==> src/rtl/fetch_ctrl.sv <==
// -----------------------------------------------------------------------------
// fetch_ctrl
//
// Instruction fetch controller. Issues one instruction-memory request at a
// time from the current PC, captures the returned instruction into an output
// holding register for decode, and drives the PC register write port with
// either the sequential PC (PC + 4) or a redirect target from execute.
//
// Ports
//   clk             clock, all state updates on the rising edge
//   rst_n           asynchronous active-low reset
//   now_pc          current PC from the external PC register
//   pc_we           PC register write enable
//   next_pc         value written into the PC register when pc_we = 1
//   imem_req_valid  fetch request valid
//   imem_req_ready  memory accepts the request when valid && ready
//   imem_req_addr   fetch address (always the current PC)
//   imem_resp_valid single-cycle response strobe, no backpressure
//   imem_resp_data  fetched instruction word
//   redirect_valid  branch/jump redirect strobe from execute
//   redirect_pc     redirect target (low two bits are ignored)
//   if_valid        instruction available to decode
//   if_ready        decode accepts the instruction when if_valid && if_ready
//   if_pc           PC of the presented instruction
//   if_instr        presented instruction
// -----------------------------------------------------------------------------
module fetch_ctrl #(
  parameter int DATA_WIDTH = 32
) (
  input  logic                  clk,
  input  logic                  rst_n,
  input  logic [DATA_WIDTH-1:0] now_pc,
  output logic                  pc_we,
  output logic [DATA_WIDTH-1:0] next_pc,
  output logic                  imem_req_valid,
  input  logic                  imem_req_ready,
  output logic [DATA_WIDTH-1:0] imem_req_addr,
  input  logic                  imem_resp_valid,
  input  logic [DATA_WIDTH-1:0] imem_resp_data,
  input  logic                  redirect_valid,
  input  logic [DATA_WIDTH-1:0] redirect_pc,
  output logic                  if_valid,
  input  logic                  if_ready,
  output logic [DATA_WIDTH-1:0] if_pc,
  output logic [DATA_WIDTH-1:0] if_instr
);

  typedef enum logic [2:0] {
    IDLE = 3'd0,
    REQ  = 3'd1,
    WAIT = 3'd2,
    HOLD = 3'd3,
    KILL = 3'd4
  } state_t;

  state_t state_q;
  state_t state_d;

  logic                  capture;
  logic [DATA_WIDTH-1:0] pc_plus4;
  logic [DATA_WIDTH-1:0] redirect_target;

  // Sequential PC wraps naturally at 2^DATA_WIDTH.
  assign pc_plus4 = now_pc + {{(DATA_WIDTH-3){1'b0}}, 3'b100};

  // Redirect targets are forced to word alignment by masking the low bits.
  assign redirect_target = redirect_pc & {{(DATA_WIDTH-2){1'b1}}, 2'b00};

  // The fetch address is always the live PC; memory only samples it on accept,
  // so it is allowed to move in the cycle following a redirect.
  assign imem_req_addr = now_pc;

  // State register.
  always_ff @(posedge clk or negedge rst_n) begin
    if (!rst_n) begin
      state_q <= IDLE;
    end else begin
      state_q <= state_d;
    end
  end

  // Next-state and output decode. A redirect overrides any sequential PC
  // update and steers the FSM either straight back to REQ (nothing in flight)
  // or to KILL (a request is in flight whose response must be dropped).
  always_comb begin
    state_d        = state_q;
    imem_req_valid = 1'b0;
    pc_we          = 1'b0;
    next_pc        = now_pc;
    capture        = 1'b0;

    case (state_q)
      IDLE: begin
        state_d = REQ;
      end

      REQ: begin
        imem_req_valid = 1'b1;
        if (redirect_valid) begin
          state_d = imem_req_ready ? KILL : REQ;
        end else if (imem_req_ready) begin
          state_d = WAIT;
        end
      end

      WAIT: begin
        if (redirect_valid) begin
          state_d = imem_resp_valid ? REQ : KILL;
        end else if (imem_resp_valid) begin
          capture = 1'b1;
          pc_we   = 1'b1;
          next_pc = pc_plus4;
          state_d = HOLD;
        end
      end

      HOLD: begin
        if (redirect_valid || if_ready) begin
          state_d = REQ;
        end
      end

      KILL: begin
        if (imem_resp_valid) begin
          state_d = REQ;
        end
      end

      default: begin
        state_d = IDLE;
      end
    endcase

    if (redirect_valid) begin
      pc_we   = 1'b1;
      next_pc = redirect_target;
    end

    // Redirect is combinational to pc_we, so it has to be masked while the
    // block is held in reset.
    if (!rst_n) begin
      pc_we          = 1'b0;
      next_pc        = now_pc;
      imem_req_valid = 1'b0;
    end
  end

  // Decode-side holding register. The captured PC is the PC of the fetch,
  // which is still now_pc in the response cycle because the PC register only
  // advances on that same edge.
  always_ff @(posedge clk or negedge rst_n) begin
    if (!rst_n) begin
      if_valid <= 1'b0;
      if_pc    <= '0;
      if_instr <= '0;
    end else if (capture) begin
      if_valid <= 1'b1;
      if_pc    <= now_pc;
      if_instr <= imem_resp_data;
    end else if (redirect_valid || (state_q == HOLD && if_ready)) begin
      if_valid <= 1'b0;
    end
  end

endmodule

==> config.mk <==
export PLATFORM = sky130hd
export DESIGN_NAME = fetch_ctrl
export DESIGN_NICKNAME = d
export VERILOG_FILES = /design/src/rtl/fetch_ctrl.sv
export SDC_FILE = /design/constraint.sdc
export NUM_CORES = 1
export LEC_CHECK = 0
export ABC_CLOCK_PERIOD_IN_PS = 2000
export CORE_MARGIN = 2
export CORE_UTILIZATION = 36
export DETAILED_ROUTE_END_ITERATION = 16
export PLACE_DENSITY = 0.81
export RECOVER_POWER = 100
export SLEW_MARGIN = 10
export SYNTH_ARGS = -nofsm -noshare
export SYNTH_HDL_FRONTEND = slang
export SYNTH_SLANG_ARGS = --single-unit
==> constraint.sdc <==
create_clock -name clk -period 2 [get_ports clk]
set_clock_uncertainty 0.15 [all_clocks]
set_input_delay 0.3 -clock clk [delete_from_list [all_inputs] [get_ports clk]]
set_output_delay 0.3 -clock clk [all_outputs]
set_load 0.01 [all_outputs]
; ---- Yosys cells after proc, flatten, opt, wreduce, memory -nomap -nowiden
; Cells that the tools add are included.
[word_totals]
reg_bits = 68
input_bits = 102
elab_cells = 42
out_inout_bits = 131
[op_classes]
n_eq_ne = 8
reduce_logical = 6
mux = 23
n_addsub = 1
[ops]
columns = op, count
row1 = $mux 32, 4
row2 = $add 32x3->32 const B, 1
row3 = $mux 3, 8
row4 = $pmux 3 s5, 1
row5 = $mux 1, 10
row6 = $eq 3x2->1 const B, 2
row7 = $ne 3x3->1 const B, 2
row8 = $ne 2x2->1 const B, 2
row9 = $reduce_and 4->1, 1
row10 = $eq 3x1->1 const B, 1
row11 = $eq 3x3->1 const B, 1
row12 = $logic_not 3->1, 1
row13 = $logic_or 1x1->1, 2
row14 = $reduce_bool 2->1, 1
row15 = $logic_and 1x1->1, 1

; ---- Depth between registers and ports, before layout
[depth]
depth_word = 5
mapped_depth = 7
ltp_nobuf = 5

; ---- Least setup slack after synthesis
; OpenSTA, ideal clock, no wires.
[synth_path]
path_kind = reg-to-output
start = reg state_q[2]
end = out next_pc[6]
setup_slack_ps = -206
t_arrival_ps = 1756
path_stages_with_launch = 8
required_ps = 1550
path_buffers = 2
cell_sequence = dfrtp_1 and4bb_1 and2_0 clkbuf_1 clkbuf_1 nand3_1 mux2i_1 a21oi_1
[synth_between]
elab_chain_len = 4
[synth_lines]
columns = element, line
row1 = "start, declared", 56  ; state_t state_q;
row2 = "start signal, assigned", 78  ; state_q <= state_d;
row3 = $eq 3x2->1, 92  ; case (state_q)
row4 = $mux 32, 92
row5 = $mux 32, 134  ; if (redirect_valid) begin
row6 = $mux 32, 141  ; if (!rst_n) begin
row7 = "end, declared", 34  ; output logic [DATA_WIDTH-1:0] next_pc,
; No other way between the ends.

; ---- Worst setup path after layout
[layout_path]
start = reg state_q[2]
end = out next_pc[14]
; Same word-level chain as after synthesis.

==> run_results.csv <==
group,metric,value,unit
logic_synthesis,syn_inst,416,
die,num_rows,39,
run_status,violations,"setup timing",
logic_synthesis,synth_compound_area_share,14.6,%
sta,slew_headroom,47.5,%
hold_path,hp-start,"now_pc[18]",
critical_path,r2r_start,"state_q[2]",
final_layout,nets,829,
clocking,numCtsBuffers,9,
clocking,cts_buffer_depth,2,
clocking,root_buffer,"clkbuf_16",
die,start_util,37.0,%
critical_path,start_kind,"flop",
sta,finalHoldViolations,0,
sta,tightest_slew,0.784,ns
hold_path,holdPathStages,3,
logic_synthesis,ys_ff_latch,68,
drt,routedWlPerCell,20.7,um
drt,drt_iter0_drc,268,
clocking,clock-sinks,68,
global_routing,grt_pass1_vias,5196,
global_routing,antenna_found_initial,1,
critical_path,ff2ff_path_depth,8,
power,ir_worst_vdd,0.682,mV
place,gp_congestion,0.835,
logic_synthesis,synth_adder_area_share,0.295,%
logic_synthesis,synth_nets,519,
sta,final-setup-viol-count,96,
sta,period_share,133,%
run,maxCapViolCount,0,
logic_synthesis,ys_types,55,
logic_synthesis,synth-simple-area-share,15.0,%
die,num_io_pins,233,
drt,vias_per_cell,5.53,
die,die_w,113,um
logic_synthesis,netlist_area,0.00424,sq mm
drt,routed_wirelength,18100,um
drt,vias,4841,
clocking,insertion_delay,0.33,ns
logic_synthesis,yosysSeqAreaShare,40.1,%
sta,rsz0062_at_grt,"yes",
power,power_density,925,mW/mm^2
drt,antenna_left,0,
sta,fin_crit,2.67,ns
logic_synthesis,yosys_warnings,0,
global_routing,grt_pass1_wl,28200,um
sta,fmax,375,MHz
global_routing,grt-ovfl-total,0,
power,leakage,3.73,nW
critical_path,path_max_fanout,7,
place,place_hpwl,11800,um
logic_synthesis,avgSynthCellArea,10.2,sq um
final_layout,layout_common_cells,"91 x dlygate4sd3_1, 86 x clkdlybuf4s50_1, 69 x buf_4",
clocking,clk_pin_slew,0.06,ns
hold_path,hp-class,"primary input to flop",
global_routing,grt_max_degree,22,
sta,slew_violations,0,
critical_path,r2r_slack,-0.19,ns
die,die_h,113,um
die,core_area,0.0115,sq mm
sta,whs,0.213,ns
logic_synthesis,synth_ff_type,"dfrtp_1",
clocking,cts_htree_levels,3,
clocking,cts_tree,"done",
critical_path,cp.required,1.55,ns
final_layout,postLayoutCellArea,0.00827,sq mm
logic_synthesis,synth_top_family_by_area,"multiplexers",
final_layout,area_growth,95.0,%
critical_path,worstPathArrival,2.22,ns
critical_path,crit_path_end_kind,"output port",
place,port_buffers,230,
logic_synthesis,synth-edff-count,0,
place,detailed_place.area,0.00713,sq mm
logic_synthesis,async_reset_ff_share,100,%
hold_path,min_to,"if_pc[18]",
global_routing,grt_usage,27.8,%
sta,worst_slack,-0.665,ns
die,die_area,0.0127,sq mm
critical_path,reg2reg_to,"if_pc[25]",
final_layout,layout_commonest_cell,"dlygate4sd3_1",
drt,drc_errors,0,
logic_synthesis,synth_xor_area_share,0,%
run_status,outcome,"finished, violations left",
drt,first_pass_iters,5,
final_layout,drive_above_1_share,42.0,%
critical_path,critPathKind,"flop to output port",
logic_synthesis,synthMuxAreaShare,19.4,%
[registers in the layout, summed over array words and instances (netlist names)]
| signal | count |
|---|---|
| state_q | 3 |
| if_instr | 32 |
| if_pc | 32 |
| if_valid | 1 |
[metal layers]
metal  track usage (%)  vias to the layer above  part of all wire, %
li1                  -                     2148                    -
met4              12.0                        0                  3.3
met1              34.9                     2387                   40
met2              46.5                      257                   50
met5                 0                        -                    0
met3              5.67                       49                  7.2
[synth_stat cells, types with 2 or more instances]
| master | n | area share, % |
|---|---|---|
| a21o_1 | 4 | 0.71 |
| a21oi_1 | 24 | 2.8 |
| a221o_1 | 2 | 0.47 |
| a22o_1 | 3 | 0.62 |
| a31oi_1 | 3 | 0.44 |
| a41o_2 | 2 | 0.53 |
| and2_1 | 5 | 0.74 |
| and3_1 | 9 | 1.3 |
| and4_1 | 4 | 0.83 |
| buf_2 | 8 | 0.94 |
| buf_4 | 32 | 5.7 |
| clkbuf_1 | 14 | 1.2 |
| clkbuf_8 | 5 | 1.6 |
| dfrtp_1 | 68 | 40 |
| inv_1 | 6 | 0.53 |
| mux2_2 | 65 | 17 |
| mux2i_1 | 9 | 2.1 |
| nand2_1 | 27 | 2.4 |
| nand2b_1 | 2 | 0.29 |
| nand3_1 | 12 | 1.4 |
| nand3b_1 | 3 | 0.53 |
| nand4_1 | 12 | 1.8 |
| nor2_1 | 21 | 1.9 |
| nor3_1 | 5 | 0.59 |
| o211ai_1 | 4 | 0.71 |
| o21ai_0 | 8 | 0.94 |
| o221ai_1 | 5 | 1.0 |
| o22a_1 | 2 | 0.41 |
| o22ai_1 | 24 | 3.5 |
| o2bb2a_1 | 2 | 0.47 |
| o31ai_1 | 2 | 0.35 |
[power breakdown]
part           switching [mW]  leakage, nW  internal, mW
registers               0.331        0.856          1.99
logic                    1.44         2.73          2.25
clock network           0.641        0.146          1.01
[how the worst max path moves through the flow]
| stage | startpoint | to | slack [ns] | depth (start not counted) |
|---|---|---|---|---|
| floorplan | now_pc[13] | next_pc[25] | -0.14 | 6 |
| global placement | now_pc[14] | next_pc[21] | -1.13 | 7 |
| detailed placement | now_pc[14] | next_pc[21] | -1.15 | 7 |
| CTS | state_q[0] | next_pc[25] | -0.55 | 7 |
| global route | state_q[2] | next_pc[14] | -0.75 | 8 |
| finish | state_q[2] | next_pc[14] | -0.67 | 8 |
[final cells by class]
cell class | instances | area (sq um)
repair buffers | 361 | 3350
diodes | 2 | 5.00
fillers | 789 | 3200
well taps | 143 | 179
flip-flops and latches | 68 | 1700
multi-input cells | 279 | 2700
clock buffers | 11 | 243
inverters | 7 | 26.3
clock inverters | 5 | 60.1
[metrics by stage]
stage | total power, mW | TNS, ns | cells | utilization [%] | setup WS (ns)
finish | 7.66 | -23.88 | 876 | 72.1 | -0.665
global route | 8.03 | -30.44 | 875 | 72.1 | -0.746
global placement | 5.52 | -53.19 | 820 | 62.2 | -1.13
floorplan | 3.64 | -0.748 | 416 | - | -0.141
detailed placement | 5.67 | -54.58 | 820 | 62.2 | -1.15
CTS | 7.89 | -18.91 | 870 | 72.0 | -0.547
[critical path, cell delays in order, from the launching register on]
cell and delay, ns:
dfrtp_1 0.38, and4bb_4 0.41, and2_4 0.19, buf_6 0.10, buf_6 0.12, nand4_1 0.12, mux2i_1 0.29, a21oi_1 0.12
buf_2 0.15
[repair_timing]
action                                  in CTS  in global routing
endpoints found under the hold margin       24                  0
cloned                                       5                  1
hold buffers                                 6                  0
pin swaps                                   44                 24
setup buffers                               23                  8
endpoints found under the setup margin      98                 98
resized for setup                          299                 52
[kinds of logic (layout without fill, tap and decap cells)]
kind of cell / Yosys count / in the layout
and+or+nand+nor: 112 / 112
buffers and inverters: 69 / 384
muxes: 74 / 74
other: 0 / 2
DFF: 68 / 68
AOI/OAI and AO/OA: 92 / 92
adders and majority gates: 1 / 1
Power figures use the tool's default switching activity.
==> RTL edit 1: new RTL, same settings <==
Reset style: synchronous (`rst_n`), changed in 2 clocked blocks. Comments in the files are not updated.
--- a/src/rtl/fetch_ctrl.sv
+++ b/src/rtl/fetch_ctrl.sv
@@ -73,3 +73,3 @@
   // State register.
-  always_ff @(posedge clk or negedge rst_n) begin
+  always_ff @(posedge clk) begin
     if (!rst_n) begin
@@ -150,3 +150,3 @@
   // advances on that same edge.
-  always_ff @(posedge clk or negedge rst_n) begin
+  always_ff @(posedge clk) begin
     if (!rst_n) begin
Check against the original RTL: differs if rst_n is asserted again (counterexample within 4 cycles, from zero or initial values and one cycle with rst_n low); with rst_n held inactive, the same outputs for 10 cycles.
==> RTL edit 1 against the original RTL <==
The run still ends with setup timing left; synthesized area down 7.8%; die area fell by 7.6%; worst setup slack got worse by 0.24 ns; critical path depth shrank 1; first-iteration DRC count grew 2.2%; routed wire length decreased by 7.5%; count of clock-buffer cells in the layout is 2 lower; non-clock buffer count fell by 10; sequential cell count unchanged; cell area fell by 11%; critical path type unchanged; highest routed layer unchanged.
Power is not compared: it rests on default switching activity, and its combinational part moved more than twofold at a synthesized area within 25%.
==> RTL edit 1: results (changes against the original RTL) <==
Run status
  – Status: finished with violations
  – Failing checks: setup timing

Synth
  – Syn_area_per_cell: 7.146 um^2 (-30%)
  – Syn_nets: 650 (+25%)
  – Synth Area in Compound Gates: 23.05% (+8.4 points)
  – Sequential-to-total area share from yosys stat: 34.83% (-5.3 points)
  – Ranking of synthesized cells by area: dfxtp_1 35%, nand2_1 15%, a21oi_1 10%
  – Synth cell types: 63 (+15%)
  – Synth Area in Adders: 0.3201% (+0.025 points)
  – Mux contribution to synthesized area: 0.7682% (-19 points)

Layout
  – Clock Buffer Count: 9 (-2)
  – Signal buf overhead: 43.53% (+3.0 points)
  – Multi-input gates: 398 (+43%)
  – Final nets: 939 (+13%)
  – Antenna diode count: 0 (-2)
  – Sequential cell count: 68 (unchanged)
  – Final clock-cell share: 2.376% (-1.3 points)
  – Fraction of layout cells with a size suffix above 1: 29.13% (-13 points)

Routing
  – Wire length per cell: 17.08 um (-17%)
  – M1 WL: 6705 um (-6.4%)
  – Vias per inst: 5.265 (-4.7%)
  – Wire length on met3: 1186 um (-8.7%)

Timing
  – Slew margin rel.: 68.77% (+21 points)
  – Finish-stage setup viols: 31 (-68%)
  – Final setup margin: -0.9016 ns (-0.2362 ns)
  – Setup TNS: -18.05 ns (+5.824 ns)

Placed design
  – GP Congestion: 0.8587 (+2.8%)
  – DP Area: 0.006813 mm^2 (-4.5%)

Clock tree
  – Clock slew at reported path FFs: 0.09 ns (+0.03 ns)
  – Worst-Skew Late Latency: 0.36 ns (+0.03 ns)
  – Root Driver: clkbuf_8

GRT
  – Global Route met2 Usage: 49.73% (+3.3 points)
  – GR Layer Usage met3: 5.967% (+0.30 points)
  – First-pass GRT wire length: 26040 um (-7.5%)

Setup path
  – CP Max Fanout: 4 (-3)
## RTL edit 1: cell count changes after synthesis, moves of 7 or more
cell      unedited run  this run
nand2_1             27       155
dfrtp_1             68         0
dfxtp_1              0        68
mux2_2              65         0
a21oi_1             24        79
o22ai_1             24         3
clkbuf_1            14        32
nor3_1               5        12
o21ai_0              8        15
## RTL edit 1: path summary, 6_finish.rpt
kind | startpoint | to | slack, ns | cells after the start
max | state_q[2] | next_pc[17] | -0.90 | 7
min | now_pc[7] | if_pc[7] | 0.29 | 4
max reg2reg | state_q[2] | if_instr[6] | 0.06 | 10
min reg2reg | if_instr[24] | if_instr[24] | 0.31 | 2
## RTL edit 1: critical path, cell delays in order, from the launching register on
cell	delay, ns
dfxtp_2	0.35
nand4bb_4	0.25
or4b_4	0.58
buf_6	0.14
or4_1	0.45
o21ai_2	0.10
a22oi_2	0.07
buf_2	0.17
## RTL edit 1: power by group through the flow
stage / registers (mW) / logic (mW) / clock network [mW]
6_report: 1.38 / 0.933 / 1.05
5_1_grt: 1.38 / 0.989 / 1.13
4_1_cts: 1.38 / 0.920 / 1.08
3_5_place_dp: 1.41 / 0.907 / 0
3_3_place_gp: 1.41 / 0.895 / 0
2_1_floorplan: 1.41 / 0.340 / 0
## RTL edit 1: through the flow
step | hold slack [ns] | worst slack (ns) | utilization [%]
floorplan | 0.2860 | -0.4719 | -
global placement | 0.2915 | -1.477 | 63.68
detailed placement | 0.2957 | -1.500 | 63.68
CTS | 0.2791 | -0.8498 | 69.22
global route | 0.3128 | -0.9383 | 68.92
finish | 0.2924 | -0.9016 | 68.92
## RTL edit 1: timing repair
item,CTS,global route
resized for setup,245,24
pin swaps,29,21
buffers inserted,33,6
endpoints found under the setup margin,97,100
==> RTL edit 2: new RTL, same flow settings <==
Made on the original files. Set the parameter `DATA_WIDTH` to 16 (it was 32).
--- a/src/rtl/fetch_ctrl.sv
+++ b/src/rtl/fetch_ctrl.sv
@@ -27,3 +27,3 @@
 module fetch_ctrl #(
-  parameter int DATA_WIDTH = 32
+  parameter int DATA_WIDTH = 16
 ) (
Ports: changed (7 resized); port bits go from 233 to 121. The function was not compared with the original's and may differ.
==> RTL edit 2 against the original RTL <==
The run still ends with setup timing left; count of clock-buffer cells in the layout is 5 lower; total power down 52%; routed wire length is 54% lower; critical path depth shrank 2; worst setup slack better by 0.27 ns; synthesized cell count decreased by 47%; sequential cell count fell by 32; sequential power is 47% lower; synthesized area fell by 49%; cell area is 50% lower; worst hold slack got worse by 0.099 ns; highest routed layer unchanged.
==> RTL edit 2: results (changes against the original RTL) <==
Routing
  – Routed wl met2: 4343 um (-52%)
  – Vias per inst: 5.410 (-2.1%)
  – TritonRoute pass-1 iters: 4 (-1)
  – Wire length per cell: 18.16 um (-12%)
  – Wire length on met3: 580 um (-55%)

Power and ir drop
  – Sw frac: 32.01% (+0.51 points)
  – Clock power share: 17.1% (-4.4 points)
  – P_leak: 1.852 nW (-50%)
  – PD cells: 894.6 mW/mm^2 (-3.3%)
  – Max VDD drop: 638.3 uV (-6.3%)
  – Seq pwr: 1.22 mW (-47%)

GRT
  – GRT Total Usage: 23.78% (-4.0 points)
  – Via count of the first global-routing pass: 2521 (-51%)
  – Global Route met2 Usage: 40.57% (-5.9 points)
  – First-pass GRT wire length: 12010 um (-57%)
  – GR Layer Usage met3: 5.714% (+0.045 points)
  – Pin count of the biggest net entering global routing: 25 (+14%)
  – Antenna violations before repair: 0 (-1)

Synth
  – Sequential-to-total area share from yosys stat: 41.33% (+1.2 points)
  – Ranking of synthesized cells by area: dfrtp_1 41%, mux2_2 15%, buf_4 5.5%
  – Synth Area in Adders: 0.5741% (+0.28 points)
  – Syn_nets: 274 (-47%)
  – Mux contribution to synthesized area: 16.82% (-2.6 points)
  – Synth cell types: 41 (-25%)

Run status
  – Status: finished with violations
  – Failing checks: setup timing

Placed design
  – GP Congestion: 0.9159 (+9.7%)
  – Port bufs: 118 (-49%)
  – Pre-CTS setup slack: -0.8764 ns (+0.2722 ns)

Layout
  – Filler cells: 428 (-46%)
  – Antenna diode count: 0 (-2)
  – Largest registers: if_instr (16), if_pc (16), state_q (3)
  – Final nets: 440 (-47%)
  – Fraction of layout cells with a size suffix above 1: 39.12% (-2.9 points)

Setup path
  – CP Launch Point: state_q[0]
  – Critical Path Sink: next_pc[15]
  – CP Max Fanout: 4 (-3)
  – Largest incremental delay on the critical path: 0.43 ns (+0.02 ns)
  – R2R Path End: if_pc[4]
  – Slowest CP cell: dfrtp_1
  – Arr. time, crit path: 1.94 ns (-0.28 ns)

Clock tree
  – Post-CTS setup buffers: 17 (-26%)
  – H-tree Lvls: 2 (-1)
  – Hold_buf cts: 4 (-2)
  – Root Driver: clkbuf_8
  – CTS resizes: 103 (-66%)

Timing
  – Slew margin rel.: 62.57% (+15 points)
  – Finish-stage setup viols: 14 (-85%)
  – Final setup margin: -0.3934 ns (+0.2720 ns)
[RTL edit 2: cell types whose count changed after synthesis, sizes merged, moves of 12 or more]
cell,change
o22ai,-12
buf,-17
dfrtp,-32
a21oi,-15
mux2,-36
nand2,-13
clkbuf,-14
[RTL edit 2: final cells by class]
cell class                      instances  area share [%]
Timing Repair Buffer                  190           41.92
Multi-Input combinational cell        147           30.89
Sequential cell                        36           21.86
Tap cell                               75           2.273
Clock buffer                            6           1.758
Clock inverter                          2          0.8487
Inverter                                5          0.4547
[RTL edit 2: through the flow]
stage	TNS [ns]	hold WS, ns	total power [mW]	cells
floorplan	0	-0.1456	1.963	219
global placement	-17.04	0.2177	2.946	428
detailed placement	-18.27	0.2262	3.005	428
CTS	-10.30	0.08733	3.717	457
global route	-5.993	0.1278	3.923	461
finish	-3.399	0.1138	3.693	461
[RTL edit 2: worst min-delay path: stages]
cell and delay, ns:
buf_2 0.23, buf_4 0.21, buf_4 0.14
